==> src/rtl/divu_pkg.sv <==
// Shared types and defaults for the sequential unsigned divider.
package divu_pkg;

    typedef enum logic [1:0] {
        IDLE,
        BUSY,
        DONE
    } divu_state_t;

    localparam int DIVU_DEFAULT_WIDTH = 32;

endpackage

==> src/rtl/divu_seq_if.sv <==
// Operand and result handshakes of divu_seq, bundled as one interface.
interface divu_seq_if
    import divu_pkg::*;
#(
    parameter int WIDTH = DIVU_DEFAULT_WIDTH
);

    logic             in_valid;
    logic             in_ready;
    logic [WIDTH-1:0] dividend;
    logic [WIDTH-1:0] divisor;
    logic             out_valid;
    logic             out_ready;
    logic [WIDTH-1:0] quotient;
    logic [WIDTH-1:0] remainder;
    logic             div_by_zero;

    // The requester drives operands and consumes results.
    modport master (
        output in_valid, dividend, divisor, out_ready,
        input  in_ready, out_valid, quotient, remainder, div_by_zero
    );

    modport slave (
        input  in_valid, dividend, divisor, out_ready,
        output in_ready, out_valid, quotient, remainder, div_by_zero
    );

endinterface

==> src/rtl/divu_seq_div_step.sv <==
// One restoring-division iteration: shift in a dividend bit, trial-subtract, restore on borrow.
module div_step #(
    parameter int WIDTH = 32
) (
    input  logic [WIDTH-1:0] rem,
    input  logic             next_bit,
    input  logic [WIDTH-1:0] divisor,
    output logic [WIDTH-1:0] rem_next,
    output logic             q_bit
);

    logic [WIDTH:0]   shifted;
    logic [WIDTH+1:0] trial;
    logic             unused_msbs;

    assign shifted = {rem, next_bit};
    // Top bit of trial is the borrow out of the WIDTH+1-bit subtraction.
    assign trial   = {1'b0, shifted} - {2'b00, divisor};
    assign q_bit   = ~trial[WIDTH+1];

    // Either choice is below the divisor, so the top shifted/difference bit is always zero.
    assign rem_next    = q_bit ? trial[WIDTH-1:0] : shifted[WIDTH-1:0];
    assign unused_msbs = ^{trial[WIDTH], shifted[WIDTH]};

endmodule

==> src/rtl/divu_seq.sv <==
// Iterative unsigned divider: one quotient bit per cycle, valid/ready on both sides.
module divu_seq
    import divu_pkg::*;
#(
    parameter int WIDTH = DIVU_DEFAULT_WIDTH
) (
    input logic       clk,
    input logic       reset,
    divu_seq_if.slave bus
);

    localparam int             CW        = $clog2(WIDTH + 1);
    localparam logic [CW-1:0]  LAST_ITER = CW'(WIDTH - 1);

    divu_state_t      state_q, state_d;
    logic [CW-1:0]    count_q;
    logic [WIDTH-1:0] divisor_q;
    logic [WIDTH-1:0] dq_q;          // dividend bits shift out, quotient bits shift in
    logic [WIDTH-1:0] rem_q;
    logic [WIDTH-1:0] quotient_q;
    logic [WIDTH-1:0] remainder_q;
    logic             dbz_q;

    logic             in_ready;
    logic             out_valid;
    logic             accept;
    logic             finish;
    logic [WIDTH-1:0] step_rem;
    logic             step_bit;

    div_step #(.WIDTH(WIDTH)) u_step (
        .rem      (rem_q),
        .next_bit (dq_q[WIDTH-1]),
        .divisor  (divisor_q),
        .rem_next (step_rem),
        .q_bit    (step_bit)
    );

    // NOTE: every always_comb output gets a default first, so no path can infer a latch.
    always_comb begin
        state_d   = state_q;
        in_ready  = 1'b0;
        out_valid = 1'b0;
        accept    = 1'b0;
        finish    = 1'b0;
        unique case (state_q)
            IDLE: begin
                in_ready = 1'b1;
                if (bus.in_valid) begin
                    accept  = 1'b1;
                    state_d = (bus.divisor == '0) ? DONE : BUSY;
                end
            end
            BUSY: begin
                if (count_q == LAST_ITER) begin
                    finish  = 1'b1;
                    state_d = DONE;
                end
            end
            DONE: begin
                out_valid = 1'b1;
                if (bus.out_ready) state_d = IDLE;
            end
            default: state_d = IDLE;
        endcase
    end

    // NOTE: sequential state uses non-blocking assignments so every register samples pre-edge values.
    always_ff @(posedge clk) begin
        if (reset) state_q <= IDLE;
        else       state_q <= state_d;
    end

    // Result registers are cleared on reset so an abandoned operation leaves no stale value.
    always_ff @(posedge clk) begin
        if (reset) begin
            count_q     <= '0;
            divisor_q   <= '0;
            dq_q        <= '0;
            rem_q       <= '0;
            quotient_q  <= '0;
            remainder_q <= '0;
            dbz_q       <= 1'b0;
        end else if (accept) begin
            count_q   <= '0;
            divisor_q <= bus.divisor;
            dq_q      <= bus.dividend;
            rem_q     <= '0;
            if (bus.divisor == '0) begin
                quotient_q  <= '1;
                remainder_q <= bus.dividend;
                dbz_q       <= 1'b1;
            end
        end else if (state_q == BUSY) begin
            count_q <= count_q + 1'b1;
            rem_q   <= step_rem;
            dq_q    <= {dq_q[WIDTH-2:0], step_bit};
            if (finish) begin
                quotient_q  <= {dq_q[WIDTH-2:0], step_bit};
                remainder_q <= step_rem;
                dbz_q       <= 1'b0;
            end
        end
    end

    assign bus.in_ready    = in_ready;
    assign bus.out_valid   = out_valid;
    assign bus.quotient    = quotient_q;
    assign bus.remainder   = remainder_q;
    assign bus.div_by_zero = dbz_q;

endmodule

==> src/flat_wrapper.sv <==
// flat-port wrapper written by rule: the top's interface ports become plain ports
module divu_seq_flat import divu_pkg::*;
#(
    parameter int WIDTH = DIVU_DEFAULT_WIDTH
)
  (clk, reset, bus_in_valid, bus_dividend, bus_divisor, bus_out_ready, bus_in_ready, bus_out_valid, bus_quotient, bus_remainder, bus_div_by_zero);
  divu_seq_if #(.WIDTH(WIDTH)) bus_i ();
  input logic clk;
  input logic reset;
  input wire logic [$bits(bus_i.in_valid)-1:0] bus_in_valid;
  input wire logic [$bits(bus_i.dividend)-1:0] bus_dividend;
  input wire logic [$bits(bus_i.divisor)-1:0] bus_divisor;
  input wire logic [$bits(bus_i.out_ready)-1:0] bus_out_ready;
  output wire logic [$bits(bus_i.in_ready)-1:0] bus_in_ready;
  output wire logic [$bits(bus_i.out_valid)-1:0] bus_out_valid;
  output wire logic [$bits(bus_i.quotient)-1:0] bus_quotient;
  output wire logic [$bits(bus_i.remainder)-1:0] bus_remainder;
  output wire logic [$bits(bus_i.div_by_zero)-1:0] bus_div_by_zero;
  assign bus_i.in_valid = bus_in_valid;
  assign bus_i.dividend = bus_dividend;
  assign bus_i.divisor = bus_divisor;
  assign bus_i.out_ready = bus_out_ready;
  assign bus_in_ready = bus_i.in_ready;
  assign bus_out_valid = bus_i.out_valid;
  assign bus_quotient = bus_i.quotient;
  assign bus_remainder = bus_i.remainder;
  assign bus_div_by_zero = bus_i.div_by_zero;
  divu_seq #(.WIDTH(WIDTH)) u_core (.clk(clk), .reset(reset), .bus(bus_i));
endmodule
==> config.mk <==
export PLATFORM = sky130hd
export DESIGN_NAME = divu_seq_flat
export DESIGN_NICKNAME = d
export VERILOG_FILES = /design/src/rtl/divu_pkg.sv /design/src/rtl/divu_seq_if.sv /design/src/rtl/divu_seq_div_step.sv /design/src/rtl/divu_seq.sv /design/src/flat_wrapper.sv
export SDC_FILE = /design/constraint.sdc
export NUM_CORES = 1
export LEC_CHECK = 0
export BUFFER_PORTS_ARGS = -buffer_cell sky130_fd_sc_hd__buf_2
export CORE_ASPECT_RATIO = 0.9
export CORE_MARGIN = 2
export CORE_UTILIZATION = 40
export CTS_BUF_LIST = sky130_fd_sc_hd__clkbuf_4 sky130_fd_sc_hd__clkbuf_8
export DETAILED_ROUTE_END_ITERATION = 7
export PLACE_DENSITY = 0.61
export SLEW_MARGIN = 10
export SYNTH_ARGS = -nofsm -noshare
export SYNTH_HDL_FRONTEND = slang
export SYNTH_SLANG_ARGS = --single-unit
==> constraint.sdc <==
create_clock -name clk -period 4.3 [get_ports clk]
set_input_delay 0.86 -clock clk [delete_from_list [all_inputs] [get_ports clk]]
set_output_delay 0.86 -clock clk [all_outputs]
set_load 0.05 [all_outputs]
==> impl.org <==
** Placement
- Instance area at placement :: 9320 sq um
- Once placement completed, the tool counted placed cells totaling 1437.
- Prior to clock tree synthesis, the placed netlist has a worst setup slack of 1050 ps.
- Number of port buffers :: 134
- The wire-length estimate of the detail-placed layout is 17300 um.
- RD Place Congestion :: 0.852

** Cells and area
- Of the cells placed in the final design, the portion with a size suffix greater than 1 is 0.163.
- From synthesis to final layout, the design area changed by 15.3%.
- Number of inserted diodes :: 0
- In the final design database the tool counted 1272 nets.
- Post-Layout Inst Area :: 9730 sq um
- The finished layout holds 1469 standard cells, fillers aside.

** Route
- Ratio of routed vias to standard cells :: 5.38
- Routed Wire Length :: 24000 um
- Once detail routing completed, the nets flagged for antenna violations numbered 0.
- In this run, the number of DRC markers left after iteration 0 of detailed routing was 476.
- After detailed routing, the average wire length per cell comes to 16.3 um.
- For this block, the via count after detailed routing is 7905.
- Detailed-routing iteration count for the pre-antenna-repair pass :: 5
- After detailed routing, the number of remaining DRC violations is 0.

** Die
- For this configuration, the core starts out at a cell density of 0.406.
- Overall die height :: 142 um
- Core Region :: 20800 sq um
- The die is 157 um wide.
- Number of standard-cell rows in the floorplan :: 50
- During I/O placement, the number of pins put on the boundary was 135.
- The die covers 22300 sq um.

** CTS
- After clock tree synthesis, the setup repair step added 0 buffers.
- After clock tree synthesis, the clock-pin slew on the worst setup and hold paths is 90 ps.
- The clock passes through at most 2 buffers.
- Total clock sinks :: 169
- Master cell of the clock root buffer :: clkbuf_8
- Number of hold buffers added after CTS :: 0
- Number of H-tree levels :: 4
- CTS Buf Count :: 17
- At the later pin of the worst-skew pair, clock insertion delay measures 470 ps.
- Gates resized during post-CTS repair numbered 0.
- Clock tree from TritonCTS :: done

** Global routing
- Maximum number of pins on one net before global-route repair :: 78
- Antenna violations before repair :: 0
- The via count of the first global-routing pass came to 7620.
- Remaining global-route overflow :: 0
- Global-route wire length before repair :: 38800 um
- Overall fraction of global-route tracks in use :: 0.219

** Timing
- Peak Freq :: 320 MHz
- The number of hold-slack violations in the final timing report was 0.
- RSZ-0062 raised after global routing :: no
- The tightest hold path in the finished design has a slack of 457 ps.
- Final clock skew :: 14.3 ps
- Worst rel slew slack :: 0.382
- Dividing the final minimum period by the clock period gives 0.728.
- Slew @ Worst Pin :: 926 ps
- Setup TNS :: 0 ps
- Setup violations remaining at the end of the flow were counted as 0.
- The smallest clock period supported by the final layout is computed as 3130 ps.
- The number of max-slew violations in the final report is 0.
- In the post-route analysis, the smallest setup slack over all paths is 1170 ps.

** Synth
- In the synthesized netlist the async set-or-reset flop fraction comes to 0.
- Sequential share of the synthesized area :: 0.401
- Number of distinct library cells after synthesis :: 59
- When the netlist entered floorplanning its net count stood at 1176.
- Mapped Avg Cell Area :: 7.86 sq um
- Number of storage elements in the synthesis netlist :: 169
- Summing every instance area after synthesis gives 8440 sq um.
- Synthesis warning total :: 0
- Primary FF master, synth :: dfxtp_1
- Count of flip-flops with a built-in enable after synthesis :: 0
- Synthesis handed over a netlist of 1074 instances.

** Worst hold path
- Type of the tightest min-delay check :: reg -> reg

** Worst setup path
- List of cells traversed by the critical path :: ha_1, o211ai_1, a21oi_1, o21ai_1, a211o_1, nand3b_2, o21a_1, buf_12, mux2i_1, nand2_1, a311oi_1
- Element type at the critical path end :: register
- Data required time of the worst path :: 4670 ps
- On the worst path, the slowest cell contributes a delay of 490 ps.
- Arrival @ worst endpoint :: 3500 ps
- The critical path is of the reg -> reg type.
- Counting both buffers and inverters, the worst setup path holds a total of 1.
- Nature of the critical path startpoint :: register
- For this design, the slowest cell found on the critical path is o21a_1.
- Highest fanout seen on the critical path :: 19
- Kind of cell with the highest combined delay on the critical path :: compound AO/OA/AOI/OAI gates

** Power
- Across the VDD grid, the largest voltage drop is 0.185 mV.
- In this run the power density over the cells is 403 nW/um^2.
- In this run the static leakage power is 3.93 nW.

** Job
- Max cap viols :: 0

** Status
- The flow ran to the end, and the final reports show no timing, DRC or antenna violations.
worst register-to-register path: stages (launching register included):
cell      delay, ps
dfxtp_1         360
ha_1            370
o211ai_1        110
a21oi_1         190
o21ai_1         150
a211o_1         370
nand3b_2        150
o21a_1          490
buf_12          260
mux2i_1         260
nand2_1          80
a311oi_1        260
final cells by class:
type                            count  area (sq um)
Clock buffer                       18           241
Clock inverter                     14           161
Fill cell                        2193         11000
Inverter                           39           146
Multi-Input combinational cell    793          4630
Sequential cell                   169          3380
Tap cell                          286           358
Timing Repair Buffer              150           806
cells by family (layout without fill, tap and decap cells):
logic type	Yosys count	in the layout	synth area share
xor+xnor	31	31	0.0322
flops	169	169	0.401
mux	24	24	0.0286
simple gates	393	393	0.203
buf+inv	112	221	0.0528
compound gates	311	311	0.231
fa+ha+maj	34	34	0.0513
worst paths after layout:
| kind | from | end | slack (ps) | cells after the start |
|---|---|---|---|---|
| worst max-delay path | u_core.rem_q[3] | u_core.bus.remainder[1] | 1170 | 11 |
| worst min-delay path | u_core.bus.remainder[3] | u_core.bus.remainder[3] | 460 | 2 |
| worst max register to register | u_core.rem_q[3] | u_core.bus.remainder[1] | 1170 | 11 |
| worst min register to register | u_core.bus.remainder[3] | u_core.bus.remainder[3] | 460 | 2 |
per-stage QoR:
step	utilization	power [mW]
after global routing	0.468	4.14
final	0.468	3.92
after global placement	0.449	2.76
after CTS	0.468	3.94
after detailed placement	0.449	2.77
after floorplan	-	2.50
metal layers:
metal / track usage / vias to the layer above / part of all wire
met5: 0 / - / 0
met4: 0.0550 / 0 / 0.015
met3: 0.0504 / 28 / 0.050
met2: 0.371 / 165 / 0.48
met1: 0.282 / 3729 / 0.46
li1: - / 3983 / -
state kept, by name, summed over array words and instances, names as in the netlist:
register                cells
u_core.dq_q                32
u_core.bus.div_by_zero      1
u_core.divisor_q           32
u_core.bus.remainder       32
u_core.bus.quotient        32
u_core.count_q              6
u_core.rem_q               32
u_core.state_q              2
Yosys cell counts (3+ instances only):
cell type / number / share of area
mux2i_1: 23 / 0.027
o21a_1: 9 / 0.0080
nor2b_1: 5 / 0.0037
clkbuf_1: 64 / 0.028
a211o_1: 11 / 0.011
nand2_1: 168 / 0.075
a21o_1: 14 / 0.012
a2111oi_0: 3 / 0.0031
nor2_1: 96 / 0.043
a21oi_1: 135 / 0.080
o21ai_1: 7 / 0.0042
inv_1: 39 / 0.017
nor3_1: 74 / 0.044
nand4_1: 6 / 0.0044
a31oi_1: 10 / 0.0074
a311oi_1: 5 / 0.0052
a22oi_1: 29 / 0.026
xor2_1: 13 / 0.013
or3_1: 6 / 0.0044
buf_1: 3 / 0.0013
nand3_1: 6 / 0.0036
o211ai_1: 5 / 0.0044
o21ai_0: 32 / 0.019
ha_1: 33 / 0.049
dfxtp_1: 169 / 0.40
o21bai_1: 5 / 0.0044
a211oi_1: 27 / 0.024
nand2b_1: 6 / 0.0044
nor4_1: 11 / 0.0082
xnor2_1: 18 / 0.019
and2_1: 7 / 0.0052
cell usage in the layout (no fill, tap or decap), types with 14 or more instances in the layout:
| cell | Yosys | final |
|---|---|---|
| a211oi_1 | 27 | 27 |
| a21o_1 | 14 | 14 |
| a21oi_1 | 135 | 135 |
| a22oi_1 | 29 | 29 |
| buf_2 | 2 | 133 |
| buf_4 | 2 | 16 |
| clkbuf_8 | 0 | 17 |
| dfxtp_1 | 169 | 169 |
| ha_1 | 33 | 33 |
| inv_1 | 39 | 39 |
| mux2i_1 | 23 | 23 |
| nand2_1 | 168 | 167 |
| nor2_1 | 96 | 94 |
| nor3_1 | 74 | 74 |
| o21ai_0 | 32 | 32 |
| xnor2_1 | 18 | 18 |
power breakdown:
| group | total (mW) | internal (mW) | switching [mW] |
|---|---|---|---|
| Combinational | 1.06 | 0.412 | 0.646 |
| Clock | 1.18 | 0.537 | 0.645 |
| Sequential | 1.68 | 1.63 | 0.0496 |
Power figures use the tool's default switching activity.
